### config.mk
export PLATFORM = sky130hd
export DESIGN_NAME = addsub_arbiter
export DESIGN_NICKNAME = d
export VERILOG_FILES = /design/src/rtl/addsub_arbiter.sv
export SDC_FILE = /design/constraint.sdc
export NUM_CORES = 1
export LEC_CHECK = 0
export ABC_AREA = 1
export CAP_MARGIN = 10
export CORE_AREA = 4 4 155 157
export CTS_CLUSTER_SIZE = 30
export DETAILED_ROUTE_END_ITERATION = 12
export DIE_AREA = 0 0 159 161
export HOLD_SLACK_MARGIN = 0.05
export PLACE_DENSITY = 0.7
export SYNTH_ARGS = -nofsm -noshare
export SYNTH_HDL_FRONTEND = slang
export SYNTH_SLANG_ARGS = --single-unit
export TNS_END_PERCENT = 20
### constraint.sdc
create_clock -name clk -period 5.65 [get_ports clk]
set_clock_uncertainty 0.15 [all_clocks]
set_input_delay 1.13 -clock clk [delete_from_list [all_inputs] [get_ports clk]]
set_output_delay 1.13 -clock clk [all_outputs]
set_load 0.005 [all_outputs]
### src/rtl/addsub_arbiter.sv
// addsub_arbiter: round-robin sharing of one FP addsub unit among NREQ requesters,
// with a watchdog that aborts a hung operation and reports err.
module addsub_arbiter #(
    parameter int NREQ    = 4,
    parameter int TIMEOUT = 16
) (
    input  logic                 clk,
    input  logic                 rst,
    input  logic [NREQ-1:0]      req,
    input  logic [NREQ-1:0]      mode_in,
    input  logic [32*NREQ-1:0]   op1_in,
    input  logic [32*NREQ-1:0]   op2_in,
    output logic [NREQ-1:0]      grant,
    output logic [NREQ-1:0]      done,
    output logic [31:0]          result,
    output logic                 overflow,
    output logic                 err,
    output logic                 busy,
    output logic                 add_start,
    output logic                 mode,
    output logic [31:0]          op1,
    output logic [31:0]          op2,
    input  logic [31:0]          add_result,
    input  logic                 add_done,
    input  logic                 add_overflow
);
    localparam int LW = $clog2(NREQ);
    typedef enum logic [1:0] {IDLE, ISSUE, WAIT, RESP} state_t;
    state_t state, state_n;
    logic [LW-1:0] last, sel, gidx;
    logic found;
    logic [7:0] cnt;
    logic timeout;
    assign timeout = cnt == 8'(TIMEOUT - 1);
    // first requester after the previous winner, wrapping modulo NREQ
    always_comb begin
        sel = last;
        found = 1'b0;
        for (int k = 1; k <= NREQ; k++) begin
            if (!found && req[LW'((int'(last) + k) % NREQ)]) begin
                sel = LW'((int'(last) + k) % NREQ);
                found = 1'b1;
            end
        end
    end
    always_comb begin
        state_n = state;
        case (state)
            IDLE:    state_n = found ? ISSUE : IDLE;
            ISSUE:   state_n = WAIT;
            WAIT:    state_n = (add_done || timeout) ? RESP : WAIT;
            default: state_n = IDLE;
        endcase
    end
    always_ff @(posedge clk) begin
        if (rst) begin
            state     <= IDLE;
            grant     <= '0;
            done      <= '0;
            result    <= '0;
            overflow  <= 1'b0;
            err       <= 1'b0;
            busy      <= 1'b0;
            add_start <= 1'b0;
            mode      <= 1'b0;
            op1       <= '0;
            op2       <= '0;
            last      <= LW'(NREQ - 1);
            gidx      <= '0;
            cnt       <= '0;
        end else begin
            state     <= state_n;
            busy      <= state_n != IDLE;
            add_start <= state_n == ISSUE;
            done      <= '0;
            case (state)
                IDLE: if (found) begin
                    gidx  <= sel;
                    grant <= NREQ'(1) << sel;
                    mode  <= mode_in[sel];
                    op1   <= op1_in[32*int'(sel) +: 32];
                    op2   <= op2_in[32*int'(sel) +: 32];
                end
                ISSUE: cnt <= '0;
                WAIT: begin
                    cnt <= cnt + 8'd1;
                    // a completion in the final watchdog cycle still counts as success
                    if (add_done) begin
                        result   <= add_result;
                        overflow <= add_overflow;
                        err      <= 1'b0;
                        done     <= NREQ'(1) << gidx;
                    end else if (timeout) begin
                        result   <= '0;
                        overflow <= 1'b0;
                        err      <= 1'b1;
                        done     <= NREQ'(1) << gidx;
                    end
                end
                default: begin
                    last  <= gidx;
                    grant <= '0;
                end
            endcase
        end
    end
endmodule

==> results of run 1 <==
[power by group through the flow]
stage | clock [uW] | sequential (uW) | combinational (uW)
final | 1110 | 1200 | 3450
after global routing | 1180 | 1230 | 3930
after CTS | 1140 | 1210 | 3500
after detailed placement | 0 | 1220 | 3480
after global placement | 0 | 1210 | 3460
after floorplan | 0 | 1230 | 2340
[flip-flops by register name, indices dropped and copies added (netlist names)]
signal,count
op2,32
busy,1
mode,1
op1,32
err,1
result,32
grant,4
last,2
state,2
done,4
overflow,1
add_start,1
cnt,8
gidx,2
[worst register-to-register path: stages (launching register included)]
cell	delay (ns)
dfxtp_1	0.60
inv_2	0.20
nand2_1	0.12
nand2_2	0.07
nand2_1	0.11
nand2_2	0.10
inv_4	0.10
nand3_4	0.51
nand2_4	0.76
buf_4	0.44
nand2_1	0.09
nand2_1	0.07
nand2_1	0.05
nand2_1	0.07
nand2_1	0.05
a21oi_1	0.13
[worst min path at each step]
stage / endpoint / slack, ns / cells past startpoint
floorplan: done[0] / 0.28 / 1
global placement: result[7] / 0.30 / 2
detailed placement: result[29] / 0.30 / 2
CTS: result[29] / 0.31 / 2
global route: op2[8] / 0.33 / 2
finish: result[29] / 0.31 / 2
[per-layer routing]
metal  vias up  wire (um)
met5         -         13
met4         2        807
met3        55       2460
met2       323      14500
met1      4030      12200
li1       4673          -
[stage by stage]
| step | hold WS [ns] | util (%) | instances |
|---|---|---|---|
| floorplan | 0.285 | - | 1274 |
| global placement | 0.298 | 51.0 | 1896 |
| detailed placement | 0.301 | 51.0 | 1896 |
| CTS | 0.310 | 53.6 | 1928 |
| global route | 0.333 | 53.7 | 1931 |
| finish | 0.308 | 53.7 | 1931 |
[logic make-up (layout without fill, tap and decap cells)]
logic type      Yosys count  count (layout)  share of synthesized area, %
flops                   123             123                          33.4
compound gates           87              87                          6.03
simple gates            904             904                          50.3
fa+ha+maj                 4               4                         0.679
other cells               0               3                             0
buf+inv                 156             525                          9.63
[cells in the final DEF (no fill, tap or decap), drive strengths merged]
cell type | Yosys | routed
o21bai | 1 | 1
o211ai | 1 | 1
nand4 | 5 | 5
buf | 53 | 11
nor3 | 7 | 7
nor2 | 87 | 87
dfxtp | 123 | 123
clkinvlp | 0 | 3
ha | 4 | 4
and3 | 1 | 1
a22oi | 1 | 1
clkdlybuf4s50 | 0 | 407
clkinv | 1 | 4
nand2 | 659 | 659
o21ai | 6 | 6
inv | 74 | 81
a31oi | 1 | 1
clkbuf | 28 | 17
bufinv | 0 | 2
diode | 0 | 3
nor4 | 2 | 2
nand3 | 139 | 139
nor3b | 4 | 4
a21oi | 77 | 77
[layout make-up]
cell class | instances | area [um2]
well taps | 285 | 357
diodes | 3 | 7.51
inverters | 75 | 285
flip-flops and latches | 123 | 2460
fillers | 2311 | 10400
repair buffers | 418 | 4170
multi-input cells | 995 | 4200
clock buffers | 17 | 425
clock inverters | 15 | 175
==> metrics.txt, run 1 <==
# TYPE chip_impl_metric gauge
chip_impl_info{name="timing_worst_setup_path_type",value="input pin to flop"} 1
chip_impl_metric{name="place_ws",unit="ns"} 1.15
chip_impl_metric{name="grt_start_max_net_pins",unit=""} 78
chip_impl_info{name="synth_top_area_cell",value="dfxtp_1"} 1
chip_impl_metric{name="netlist_instances",unit=""} 1274
chip_impl_metric{name="ys_async_sr_fraction",unit="%"} 0
chip_impl_metric{name="synth_seq_cells",unit=""} 123
chip_impl_info{name="worstHoldPathType",value="flop to flop"} 1
chip_impl_metric{name="final_max_slew_violation_count",unit=""} 0
chip_impl_metric{name="total_switching_power",unit="uW"} 2700
chip_impl_info{name="post_synth_main_area_contributors",value="dfxtp_1 (33%), nand2_1 (32%), nand3_1 (9.2%)"} 1
chip_impl_metric{name="synthesis.yosys.warnings",unit=""} 0
chip_impl_metric{name="drt_pass1_iterations",unit=""} 7
chip_impl_metric{name="postCtsResizedCells",unit=""} 0
chip_impl_info{name="regToRegEndpoint",value="op2[22]"} 1
chip_impl_info{name="tritoncts_clock_tree",value="done"} 1
chip_impl_metric{name="share_seq_of_total_power",unit="%"} 20.9
chip_impl_metric{name="pwr-share-clk",unit="%"} 19.3
chip_impl_metric{name="first_global_vias",unit=""} 8700
chip_impl_metric{name="final_min_period_over_clock_period",unit="%"} 72.2
chip_impl_metric{name="portBuffers",unit=""} 408
chip_impl_metric{name="globalplace.congestion",unit=""} 0.871
chip_impl_metric{name="syn2layout_area_growth",unit="%"} 63.9
chip_impl_metric{name="grt_first_pass_wirelength",unit="mm"} 46.7
chip_impl_metric{name="core.rowCount",unit=""} 55
chip_impl_info{name="timing.critical_path.to_type",value="flop"} 1
chip_impl_metric{name="required",unit="ns"} 5.84
chip_impl_info{name="worstPathCellList",value="clkdlybuf4s50_1 > inv_1 > nand2_1 > nand2_1 > nand2_1 > nand2_1 > nand2_2 > nand3_4 > nand2_4 > buf_4 > nand2_1 > nand2_1 > nand2_1 > nand2_1 > nand2_1 > a21oi_1"} 1
chip_impl_metric{name="endpoints_failing_setup",unit=""} 0
chip_impl_metric{name="initial_core_util",unit="%"} 32.7
chip_impl_metric{name="cts-root-to-sink-buffers",unit=""} 2
chip_impl_metric{name="grt_remaining_overflow",unit=""} 0
chip_impl_metric{name="syn-cell-area",unit="um2"} 7370
chip_impl_metric{name="die_width",unit="um"} 159
chip_impl_metric{name="share_comb_of_total_power",unit="%"} 59.8
chip_impl_metric{name="power.ir.vdd_worst",unit="V"} 0.000279
chip_impl_metric{name="fp.dieH",unit="um"} 161
chip_impl_metric{name="power.total",unit="uW"} 5770
chip_impl_metric{name="globalRouteMet3Util",unit="%"} 7.45
chip_impl_metric{name="final_design_area_no_fill",unit="um2"} 12100
chip_impl_metric{name="worst-path-max-fanout",unit=""} 55
chip_impl_metric{name="netSwitchingFraction",unit="%"} 46.7
chip_impl_metric{name="critical_path.n_buffers_inverters",unit=""} 3
chip_impl_metric{name="number_of_design_rule_violations_left_after_detail_routing",unit=""} 0
chip_impl_metric{name="globalRouteMet1Util",unit="%"} 26.0
chip_impl_metric{name="share_of_cells_above_drive_strength_1",unit="%"} 4.44
chip_impl_metric{name="detail_route.wl_per_cell",unit="um"} 15.5
chip_impl_info{name="beginning_of_the_critical_path",value="req[2]"} 1
chip_impl_info{name="yosys_most_used_dff",value="dfxtp_1"} 1
chip_impl_metric{name="timing.slew.headroom",unit="%"} 30.5
chip_impl_info{name="setup_repair_after_global_routing_missed_its_margin",value="no"} 1
chip_impl_metric{name="ant_nets",unit=""} 0
chip_impl_info{name="run_status",value="finished clean"} 1
chip_impl_info{name="startpoint_type",value="input pin"} 1
chip_impl_metric{name="detailedPlacementHpwl",unit="mm"} 22.0
chip_impl_metric{name="reg2reg_setup_slack",unit="ns"} 1.97
chip_impl_metric{name="postRouteWirelength",unit="mm"} 29.9
chip_impl_metric{name="totalNegativeSetupSlack",unit="ns"} 0
chip_impl_metric{name="groute.layer.met2.usage",unit="%"} 39.0
chip_impl_info{name="crit_path_top_delay_cell",value="nand2_4"} 1
chip_impl_metric{name="measured_slew_at_the_worst_slew_check_pin",unit="ns"} 1.04
chip_impl_metric{name="number_of_nets_produced_by_synthesis",unit=""} 1578
chip_impl_metric{name="detail_route.iter0.violations",unit=""} 650
chip_impl_metric{name="coreArea",unit="um2"} 22500
chip_impl_metric{name="cts-htree-levels",unit=""} 4
chip_impl_metric{name="dpl_cell_area",unit="um2"} 11500
chip_impl_info{name="cts_root_buf",value="clkbuf_16"} 1
chip_impl_info{name="critical-path-top-cell-by-count",value="nand2_1"} 1
chip_impl_metric{name="synth_sequential_area_ratio",unit="%"} 33.4
chip_impl_metric{name="timing.fmax",unit="MHz"} 245
chip_impl_metric{name="synth_edf_count",unit=""} 0
chip_impl_metric{name="post-route-min-period",unit="ns"} 4.08
chip_impl_info{name="hold_path_startpoint",value="result[29]"} 1
chip_impl_metric{name="clk_latency",unit="ns"} 0.42
chip_impl_info{name="critPathCapture",value="op2[22]"} 1
chip_impl_metric{name="nets",unit=""} 1934
chip_impl_info{name="gr-max-usage-layer",value="met2"} 1
chip_impl_metric{name="post_cts.repair.setup_buffers",unit=""} 0
chip_impl_metric{name="synth_top_area_share",unit="%"} 33.4
chip_impl_metric{name="crit_arrival",unit="ns"} 4.27
chip_impl_metric{name="timing.critical_path.depth",unit=""} 16
chip_impl_metric{name="leakage",unit="uW"} 0.00558
chip_impl_metric{name="clock_slew_at_the_register_clock_pins_of_the_worst_setup_and_hold_paths",unit="ns"} 0.06
chip_impl_metric{name="reg2reg_depth",unit=""} 15
chip_impl_metric{name="clock-sinks",unit=""} 123
chip_impl_metric{name="vias_per_cell",unit=""} 4.70
chip_impl_metric{name="netlist-cell-type-count",unit=""} 32
chip_impl_metric{name="number_of_antenna_violations_at_the_first_check_in_global_routing",unit=""} 4
chip_impl_metric{name="post_synth.cell_area_avg",unit="um2"} 5.78
chip_impl_info{name="netlist_top_cells_count",value="nand2_1 (638), nand3_1 (136), dfxtp_1 (123), nor2_1 (86), a21oi_1 (77)"} 1
chip_impl_metric{name="floorplan.io_pins",unit=""} 409
chip_impl_metric{name="max_cap_violations",unit=""} 0
chip_impl_metric{name="p_per_area",unit="nW/um2"} 478
chip_impl_info{name="yosys.cell_count.top_type",value="nand2_1"} 1
chip_impl_metric{name="worst_slack_setup_final",unit="ns"} 1.57
chip_impl_info{name="timing.rr.start",value="last[0]"} 1
chip_impl_metric{name="power.internal",unit="uW"} 3080
chip_impl_info{name="critPathTopFamily",value="simple AND/OR/NAND/NOR gates"} 1
chip_impl_metric{name="vias",unit=""} 9083
chip_impl_metric{name="count_of_final_hold_check_violations",unit=""} 0
chip_impl_metric{name="overall_global_routing_resource_usage",unit="%"} 22.5
chip_impl_metric{name="cts-hold-fix-buffers",unit=""} 0
chip_impl_metric{name="cpPeakStageDelay",unit="ns"} 0.75
chip_impl_metric{name="die-area",unit="um2"} 25600
chip_impl_metric{name="cts_buffers",unit=""} 17
Power figures use the tool's default switching activity.
==> inputs of run 2 (changes only) <==
--- a/config.mk
+++ b/config.mk
@@ -12,7 +12,7 @@
 export DETAILED_ROUTE_END_ITERATION = 12
 export DIE_AREA = 0 0 159 161
 export HOLD_SLACK_MARGIN = 0.05
-export PLACE_DENSITY = 0.7
+export PLACE_DENSITY = 0.73
 export SYNTH_ARGS = -nofsm -noshare
 export SYNTH_HDL_FRONTEND = slang
 export SYNTH_SLANG_ARGS = --single-unit
==> constraint.sdc (replaced) <==
create_clock -name clk -period 3.3 [get_ports clk]
set_clock_uncertainty 0.15 [all_clocks]
set_input_delay 0.66 -clock clk [delete_from_list [all_inputs] [get_ports clk]]
set_output_delay 0.66 -clock clk [all_outputs]
set_load 0.005 [all_outputs]
==> metrics.txt, run 2 (same netlist as run 1, synthesis figures left out) <==
# TYPE chip_impl_metric gauge
chip_impl_metric{name="overall_global_routing_resource_usage",unit="%"} 22.4
chip_impl_metric{name="vias_per_cell",unit=""} 4.73
chip_impl_metric{name="detail_route.iter0.violations",unit=""} 557
chip_impl_metric{name="p_per_area",unit="nW/um2"} 822
chip_impl_metric{name="floorplan.io_pins",unit=""} 409
chip_impl_info{name="most_common_cell_after_layout_fill_and_taps_aside",value="nand2_1"} 1
chip_impl_metric{name="fp.dieH",unit="um"} 161
chip_impl_metric{name="reg2reg_setup_slack",unit="ns"} 0.63
chip_impl_metric{name="die_width",unit="um"} 159
chip_impl_metric{name="cts-root-to-sink-buffers",unit=""} 2
chip_impl_metric{name="grt_remaining_overflow",unit=""} 0
chip_impl_metric{name="clk_latency",unit="ns"} 0.42
chip_impl_metric{name="count_of_final_hold_check_violations",unit=""} 0
chip_impl_info{name="worstHoldPathType",value="flop to flop"} 1
chip_impl_info{name="timing.critical_path.to_type",value="flop"} 1
chip_impl_metric{name="antenna_cells",unit=""} 0
chip_impl_metric{name="max_cap_violations",unit=""} 0
chip_impl_metric{name="clock-sinks",unit=""} 123
chip_impl_metric{name="number_of_design_rule_violations_left_after_detail_routing",unit=""} 0
chip_impl_metric{name="portBuffers",unit=""} 408
chip_impl_metric{name="post_cts.repair.setup_buffers",unit=""} 0
chip_impl_metric{name="drt_pass1_iterations",unit=""} 6
chip_impl_info{name="timing_worst_setup_path_type",value="flop to flop"} 1
chip_impl_info{name="beginning_of_the_critical_path",value="last[0]"} 1
chip_impl_info{name="cts_root_buf",value="clkbuf_16"} 1
chip_impl_metric{name="detailed_route_wirelength_on_metal3",unit="mm"} 2.23
chip_impl_metric{name="syn2layout_area_growth",unit="%"} 65.9
chip_impl_metric{name="totalNegativeSetupSlack",unit="ns"} 0
chip_impl_metric{name="vias",unit=""} 9194
chip_impl_metric{name="reg2reg_depth",unit=""} 15
chip_impl_metric{name="share_of_cells_above_drive_strength_1",unit="%"} 5.31
chip_impl_metric{name="initial_core_util",unit="%"} 32.7
chip_impl_metric{name="coreArea",unit="um2"} 22500
chip_impl_info{name="critPathCapture",value="op2[15]"} 1
chip_impl_info{name="timing.rr.start",value="last[0]"} 1
chip_impl_metric{name="detailedPlacementHpwl",unit="mm"} 22.5
chip_impl_metric{name="timing.slew.headroom",unit="%"} 62.5
chip_impl_metric{name="endpoints_failing_setup",unit=""} 0
chip_impl_metric{name="crit_arrival",unit="ns"} 2.87
chip_impl_metric{name="nets",unit=""} 1949
chip_impl_metric{name="required",unit="ns"} 3.50
chip_impl_metric{name="die-area",unit="um2"} 25600
chip_impl_metric{name="timing.fmax",unit="MHz"} 374
chip_impl_metric{name="final_design_area_no_fill",unit="um2"} 12200
chip_impl_metric{name="leakage",unit="uW"} 0.00567
chip_impl_metric{name="grt_start_max_net_pins",unit=""} 80
chip_impl_info{name="dr.max_layer_used",value="met4"} 1
chip_impl_metric{name="post-route-min-period",unit="ns"} 2.67
chip_impl_info{name="setup_repair_after_global_routing_missed_its_margin",value="no"} 1
chip_impl_metric{name="detail_route.wl_per_cell",unit="um"} 15.4
chip_impl_metric{name="final_cell_count_no_fill",unit=""} 1943
chip_impl_info{name="most-common-layout-cells",value="nand2_1 (638), clkdlybuf4s50_1 (407), nand3_1 (136)"} 1
chip_impl_info{name="largestRegisters",value="op1 x32, op2 x32, result x32"} 1
chip_impl_metric{name="dpl_cell_area",unit="um2"} 11600
chip_impl_info{name="startpoint_type",value="flop"} 1
chip_impl_metric{name="core.rowCount",unit=""} 55
chip_impl_metric{name="final_max_slew_violation_count",unit=""} 0
chip_impl_metric{name="postRouteWirelength",unit="mm"} 29.9
chip_impl_metric{name="clock_slew_at_the_register_clock_pins_of_the_worst_setup_and_hold_paths",unit="ns"} 0.06
chip_impl_metric{name="final_min_period_over_clock_period",unit="%"} 81.0
chip_impl_metric{name="power.ir.vdd_worst",unit="V"} 0.000519
chip_impl_metric{name="cts-hold-fix-buffers",unit=""} 0
chip_impl_metric{name="globalplace.congestion",unit=""} 0.854
chip_impl_metric{name="first_global_vias",unit=""} 8890
chip_impl_metric{name="measured_slew_at_the_worst_slew_check_pin",unit="ns"} 0.563
chip_impl_metric{name="grt_first_pass_wirelength",unit="mm"} 46.6
chip_impl_metric{name="number_of_antenna_violations_at_the_first_check_in_global_routing",unit=""} 0
chip_impl_metric{name="ant_nets",unit=""} 0
chip_impl_metric{name="worst-path-max-fanout",unit=""} 54
chip_impl_metric{name="placedCellCount",unit=""} 1911
chip_impl_metric{name="detail_route.wirelength.met1",unit="mm"} 12.0
chip_impl_info{name="run_status",value="finished clean"} 1
chip_impl_info{name="regToRegEndpoint",value="op2[15]"} 1
chip_impl_info{name="tritoncts_clock_tree",value="done"} 1
chip_impl_metric{name="postCtsResizedCells",unit=""} 0
chip_impl_metric{name="dr_wl_met2",unit="mm"} 14.8
chip_impl_metric{name="cts-htree-levels",unit=""} 4
chip_impl_metric{name="cts_buffers",unit=""} 17
## run 2: cell count changes in the layout (fill, tap and decap cells not counted), sizes merged
cell / change
inv: +1
buf: +15
bufinv: -2
clkinv: +2
diode: -3
clkinvlp: -1
## run 2: worst max-delay path: stages, from the launching register on
cell and delay (ns):
dfxtp_1 0.60, inv_2 0.21, nand2_1 0.12, nand2_2 0.08, nand2_1 0.11, nand2_4 0.08
nand2_2 0.09, nand2_2 0.07, nand2_4 0.07, buf_4 0.45, nand3_1 0.17, nand2_1 0.11
nand2_1 0.05, nand2_1 0.07, nand2_1 0.05, a21oi_1 0.11
## run 2: cell type report
type	instances	area (um2)
clock inverter	15	154
fill	2241	10300
sequential	123	2460
inverter	75	287
clock buffer	17	425
timing repair buffer	433	4340
tap	285	357
multi-input combinational	995	4200
## run 2: where the power goes
part | total, uW | switching, uW | leakage (uW) | internal [uW]
sequential | 2070 | 206 | 0.00101 | 1870
clock | 1830 | 827 | 0.000278 | 1010
combinational | 6140 | 3670 | 0.00438 | 2470
## run 2: how the worst min path moves through the flow
| stage | start | endpoint | slack, ns | cells after the start |
|---|---|---|---|---|
| finish | result[11] | result[11] | 0.31 | 2 |
| global route | result[0] | result[0] | 0.33 | 2 |
| CTS | result[23] | result[23] | 0.31 | 2 |
| detailed placement | result[23] | result[23] | 0.30 | 2 |
| global placement | result[1] | result[1] | 0.30 | 2 |
| floorplan | gidx[1] | done[0] | 0.28 | 1 |
## run 2: per-stage QoR
| step | utilization, % | setup slack [ns] | power, uW | hold WS, ns |
|---|---|---|---|---|
| 2_1_floorplan | - | 1.17 | 6110 | 0.285 |
| 3_3_place_gp | 51.8 | 0.319 | 8210 | 0.298 |
| 3_5_place_dp | 51.8 | 0.286 | 8300 | 0.301 |
| 4_1_cts | 54.3 | 0.665 | 10200 | 0.312 |
| 5_1_grt | 54.3 | 0.358 | 11000 | 0.333 |
| 6_report | 54.3 | 0.626 | 10000 | 0.311 |
## run 2: metal layers
metal,vias up,global-route usage [%]
met1,4101,26.3
met5,-,0
li1,4691,-
met3,51,6.51
met2,351,39.2
met4,0,7.93
